===== config.mk =====
export PLATFORM = sky130hd
export DESIGN_NAME = exu_alu_arb
export DESIGN_NICKNAME = d
export VERILOG_FILES = /design/src/rtl/exu_alu_arb_pkg.sv /design/src/rtl/rr_arb2.sv /design/src/rtl/exu_alu_arb.sv
export SDC_FILE = /design/constraint.sdc
export NUM_CORES = 1
export LEC_CHECK = 0
export ABC_AREA = 1
export CAP_MARGIN = 20
export CORE_AREA = 2 2 128 130
export CTS_BUF_LIST = sky130_fd_sc_hd__clkbuf_8
export CTS_CLUSTER_DIAMETER = 50
export DETAILED_ROUTE_END_ITERATION = 6
export DIE_AREA = 0 0 130 132
export GPL_TIMING_DRIVEN = 0
export PLACE_DENSITY = 0.58
export SYNTH_ARGS = -nofsm -noshare
export SYNTH_HDL_FRONTEND = slang
export SYNTH_SLANG_ARGS = --single-unit

===== constraint.sdc =====
create_clock -name clk -period 2.15 [get_ports clk]
set_input_delay 0.43 -clock clk [delete_from_list [all_inputs] [get_ports clk]]
set_output_delay 0.43 -clock clk [all_outputs]
set_load 0.03 [all_outputs]

===== src/rtl/exu_alu_arb_pkg.sv =====
// Shared widths and one-hot ALU op indices for the EXU ALU arbiter.
// Also provides a helper that builds a one-hot op vector from an op index.
package exu_alu_arb_pkg;

  localparam int ALU_DATA_W = 32;
  localparam int ALU_OP_W   = 12;
  localparam int ALU_RD_W   = 5;

  // Bit positions in the one-hot op vector, MSB first.
  localparam int ALU_OP_ADD   = 11;
  localparam int ALU_OP_SUB   = 10;
  localparam int ALU_OP_SLL   = 9;
  localparam int ALU_OP_SLT   = 8;
  localparam int ALU_OP_SLTU  = 7;
  localparam int ALU_OP_XOR   = 6;
  localparam int ALU_OP_SRL   = 5;
  localparam int ALU_OP_SRA   = 4;
  localparam int ALU_OP_OR    = 3;
  localparam int ALU_OP_AND   = 2;
  localparam int ALU_OP_LUI   = 1;
  localparam int ALU_OP_AUIPC = 0;

  function automatic logic [ALU_OP_W-1:0] alu_op_vec(input int idx);
    logic [ALU_OP_W-1:0] v;
    v      = '0;
    v[idx] = 1'b1;
    return v;
  endfunction

endpackage


===== src/rtl/rr_arb2.sv =====
// Two-way round-robin arbiter. Holds the last-grant pointer; on a tie the
// requester that did not win last time is granted.
module rr_arb2
  import exu_alu_arb_pkg::*;
(
  input  logic       clk,
  input  logic       rst,
  input  logic       en,
  input  logic [1:0] valid,
  output logic [1:0] gnt
);

  logic last_gnt;

  always_comb begin
    // NOTE: assigning a default before any branch keeps this block free of latches.
    gnt = 2'b00;
    if (en) begin
      unique case (valid)
        2'b01:   gnt = 2'b01;
        2'b10:   gnt = 2'b10;
        2'b11:   gnt = last_gnt ? 2'b01 : 2'b10;
        default: gnt = 2'b00;
      endcase
    end
  end

  // Pointer resets to 1 so req0 wins the first tie; it only moves on a grant.
  always_ff @(posedge clk or negedge rst) begin
    // NOTE: state is updated with non-blocking assignments so every flop samples pre-edge values.
    if (!rst)
      last_gnt <= 1'b1;
    else if (|gnt)
      last_gnt <= gnt[1];
  end

endmodule


===== src/rtl/exu_alu_arb.sv =====
// Shares one combinational ALU between two issue requesters and buffers the
// result in a one-entry writeback register drained through valid/ready.
module exu_alu_arb
  import exu_alu_arb_pkg::*;
#(
  parameter int DATA_W = ALU_DATA_W,
  parameter int OP_W   = ALU_OP_W,
  parameter int RD_W   = ALU_RD_W
) (
  input  logic              clk,
  input  logic              rst,
  input  logic              flush_i,

  input  logic              req0_valid_i,
  output logic              req0_ready_o,
  input  logic [DATA_W-1:0] req0_op1_i,
  input  logic [DATA_W-1:0] req0_op2_i,
  input  logic [OP_W-1:0]   req0_op_i,
  input  logic [RD_W-1:0]   req0_rd_i,

  input  logic              req1_valid_i,
  output logic              req1_ready_o,
  input  logic [DATA_W-1:0] req1_op1_i,
  input  logic [DATA_W-1:0] req1_op2_i,
  input  logic [OP_W-1:0]   req1_op_i,
  input  logic [RD_W-1:0]   req1_rd_i,

  output logic              alu_req_o,
  output logic [DATA_W-1:0] alu_op1_o,
  output logic [DATA_W-1:0] alu_op2_o,
  output logic [OP_W-1:0]   alu_op_o,
  output logic [RD_W-1:0]   alu_rd_o,
  output logic              alu_int_o,
  input  logic [DATA_W-1:0] alu_result_i,

  output logic              wb_valid_o,
  input  logic              wb_ready_i,
  output logic [DATA_W-1:0] wb_data_o,
  output logic [RD_W-1:0]   wb_waddr_o,
  output logic              wb_we_o,
  output logic              wb_src_o
);

  logic       can_issue;
  logic [1:0] gnt;

  // A new result may enter only if the register is empty or draining this cycle.
  assign can_issue = !flush_i && (!wb_valid_o || wb_ready_i);

  rr_arb2 u_arb (
    .clk   (clk),
    .rst   (rst),
    .en    (can_issue),
    .valid ({req1_valid_i, req0_valid_i}),
    .gnt   (gnt)
  );

  assign req0_ready_o = gnt[0];
  assign req1_ready_o = gnt[1];
  assign alu_req_o    = |gnt;
  assign alu_int_o    = flush_i;

  always_comb begin
    alu_op1_o = '0;
    alu_op2_o = '0;
    alu_op_o  = '0;
    alu_rd_o  = '0;
    if (gnt[0]) begin
      alu_op1_o = req0_op1_i;
      alu_op2_o = req0_op2_i;
      alu_op_o  = req0_op_i;
      alu_rd_o  = req0_rd_i;
    end else if (gnt[1]) begin
      alu_op1_o = req1_op1_i;
      alu_op2_o = req1_op2_i;
      alu_op_o  = req1_op_i;
      alu_rd_o  = req1_rd_i;
    end
  end

  // A grant always implies the slot is free, so load takes priority over clear.
  always_ff @(posedge clk or negedge rst) begin
    if (!rst) begin
      wb_valid_o <= 1'b0;
      wb_data_o  <= '0;
      wb_waddr_o <= '0;
      wb_src_o   <= 1'b0;
    end else if (alu_req_o) begin
      wb_valid_o <= 1'b1;
      wb_data_o  <= alu_result_i;
      wb_waddr_o <= alu_rd_o;
      wb_src_o   <= gnt[1];
    end else if (flush_i || wb_ready_i) begin
      wb_valid_o <= 1'b0;
    end
  end

  assign wb_we_o = wb_valid_o && (wb_waddr_o != '0);

endmodule


==> results.py <==
metrics = {
    "detailed_routing": {
        "firstDrtPassIters": 4,
        "drt_iter0_markers": 134,
        "wl_met3_um": 930,
        "num_vias": 4021,
        "top_layer": "met4",
        "ant_nets": 0,
        "drc": 0,
        "wl_per_cell_um": 14.8,
        "vias_per_cell": 4.00,
        "wirelength_um": 14900,
        "routed-wl-met2_um": 7850,
        "m1WireLength_um": 5980,
    },
    "worst_setup_path": {
        "cp-endpoint": "alu_op1_o[27]",
        "path_buf_inv": 4,
        "path_cells": "o21ai_2 -> nor2_4 -> buf_12 -> buf_12 -> clkbuf_16 -> nand2_4 -> nand2_2 -> buf_6",
        "worstPathMaxFanout": 7,
        "crit_family": "flip-flops",
        "cp.depth": 8,
        "crit_top_cell": "buf_12",
        "r2r-start": "wb_valid_o$_DFFE_PN0P_",
        "reg2reg_depth": 7,
        "critPathKind": "reg2out",
        "endpoint_kind": "output pin",
        "startpoint": "u_arb.last_gnt$_DFFE_PN1P_",
        "cpPeakStageDelay_ns": 0.58,
        "rr_endpoint": "wb_data_o[23]$_DFFE_PN0P_",
        "cp.required_ns": 1.72,
        "critPathArrivalTime_ns": 1.71,
        "r2r_slack_ns": 0.62,
        "cp_slowest_cell": "dfstp_2",
        "worst_setup_path_start_kind": "flop",
    },
    "logic_synthesis": {
        "synth-warning-count": 0,
        "postSynthAreaPerCell_um2": 5.90,
        "synth_cells": 439,
        "synth.net_count": 639,
        "synth_seq_cells": 40,
        "ys_types": 16,
        "netlist_area_um2": 2590,
        "ys_seq_area_share_pct": 38.7,
    },
    "sta": {
        "skew_ns": 0.00606,
        "setup-violations-final": 0,
        "slew_viol_final": 0,
        "clock.fmax_ghz": 0.466,
        "rsz0062_at_grt": "true",
        "slew_headroom_pct": 66.6,
        "min_period_ns": 2.14,
        "fin_setup_tns_ns": 0,
        "holdWs_ns": 0.0984,
        "hold_viol_final": 0,
        "post-route-period-util_pct": 99.7,
        "post-route-worst-setup-slack_ns": 0.00581,
        "worstMarginPinSlew_ns": 0.502,
    },
    "cts": {
        "path_clk_slew_ns": 0.08,
        "cts_buffer_depth": 2,
        "clock-root-buffer": "clkbuf_8",
        "clock_latency_ns": 0.29,
        "htree_num_levels": 2,
        "cts_hold_buf": 0,
        "cts_made_buffers": 5,
        "clock-sinks": 40,
        "cts_tree": "built",
    },
    "power_and_ir_drop": {
        "combPwrFrac_pct": 58.2,
        "p_int_mw": 2.13,
        "p_seq_share_pct": 26.9,
        "switching_share_pct": 40.2,
        "vdd_drop_max_mv": 0.233,
        "power.leakage_nw": 3.52,
        "p_total_mw": 3.55,
        "powerDensity_nw_per_um2": 510,
        "p_sw_mw": 1.43,
        "clkPwrFrac_pct": 14.9,
    },
    "die": {
        "rows": 46,
        "chipWidth_um": 130,
        "ios": 325,
        "core_um2": 15700,
        "die_h_um": 132,
        "initial_utilization_pct": 16.5,
        "dieArea_um2": 17200,
    },
    "layout": {
        "multi_input_area_um2": 1770,
        "instances_no_fill": 1006,
        "areaGrowthSynthToFinish_pct": 169,
        "n_fill_cell": 1585,
        "nets": 989,
        "fin_area_um2": 6970,
        "utilization_pct": 44.3,
        "regArea_um2": 1000,
        "antennaDiodeCount": 0,
        "drive_gt1_share_pct": 28.2,
    },
    "placed_design": {
        "dp_cells": 980,
        "placed_area_um2": 6130,
        "preCtsSetupSlack_ns": -1.16,
        "io_buffers": 324,
        "dpl.hpwl_um": 11600,
        "place_congestion": 0.772,
    },
    "global_route": {
        "antenna_found_initial": 0,
        "grt_max_degree": 22,
        "overflow": 0,
        "grt_pass1_wl_um": 22000,
        "grt_use_total_pct": 16.5,
        "grt_pass1_vias": 4016,
    },
    "flow_run": {
        "cap_violations": 0,
    },
    "outcome": {
        "status": "finished, final reports clean",
    },
    "hold_path": {
        "hold_class": "in2async",
    },
}
## how the worst min path moves through the flow
stage / start / endpoint
floorplan: rst / wb_data_o[0]$_DFFE_PN0P_
global placement: wb_data_o[13]$_DFFE_PN0P_ / wb_data_o[13]$_DFFE_PN0P_
detailed placement: rst / wb_data_o[25]$_DFFE_PN0P_
CTS: rst / wb_data_o[25]$_DFFE_PN0P_
global route: rst / wb_data_o[25]$_DFFE_PN0P_
finish: rst / wb_data_o[25]$_DFFE_PN0P_
## cell usage after synthesis
cell type | count | area [um^2]
a21oi_1 | 2 | 10.0
a21oi_4 | 1 | 16.3
buf_2 | 12 | 60.1
buf_4 | 8 | 60.1
clkbuf_1 | 5 | 18.8
dfrtp_1 | 39 | 976
dfstp_2 | 1 | 26.3
inv_1 | 6 | 22.5
inv_2 | 2 | 7.51
nand2_1 | 340 | 1280
nand3_1 | 15 | 75.1
nor2_1 | 2 | 7.51
nor2_2 | 1 | 6.26
o211ai_1 | 1 | 7.51
o21ai_0 | 3 | 15.0
o21ai_1 | 1 | 5.00
## layer usage
metal  GRT usage, %  up-vias
li1               -     2016
met1           20.0     1829
met2           30.3      166
met3           3.25       10
met4           2.39        0
met5              0        -
## layout make-up
class	instances	share of cell area, %
repair buffers	344	50.2
multi-input cells	366	25.4
flip-flops and latches	40	14.4
plain buffers	24	4.28
well taps	216	3.88
clock buffers	6	1.19
inverters	8	0.539
clock inverters	2	0.144
## what timing repair did
action                                  in CTS  in global routing
endpoints found under the setup margin      85                 84
pin swaps                                   22                 16
cloned                                       7                  2
setup buffers                                6                  5
resized for setup                          611                122
## cells in the final DEF (no fill, tap or decap), drive strengths merged
master and count:
o211ai 1, dlygate4sd2 1, nor2 3, a21oi 3, clkbuf 25, inv 8, nand2 340, dfstp 1
nand3 15, dlymetal6s2s 1, o21ai 4, clkdlybuf4s50 234, clkdlybuf4s15 3, clkinv 2, buf 110, dfrtp 39
## power by group through the flow
stage	sequential, mW	combinational (mW)	clock [mW]
after floorplan	1.20	0.604	0
after global placement	0.964	1.85	0
after detailed placement	0.964	1.85	0
after CTS	0.956	2.00	0.546
after global routing	0.972	2.20	0.581
final	0.956	2.07	0.528
## cells by family after synthesis
family	count (synthesis)	synth area share, %
simple gates	358	52.7
flops	40	38.7
buf+inv	33	6.52
compound gates	8	2.08
## flip-flops by register name, indices dropped and copies added (netlist names)
register	cells
wb_valid_o	1
u_arb.last_gnt	1
wb_waddr_o	5
wb_src_o	1
wb_data_o	32
Note: power is estimated with default switching activity, not from simulation.
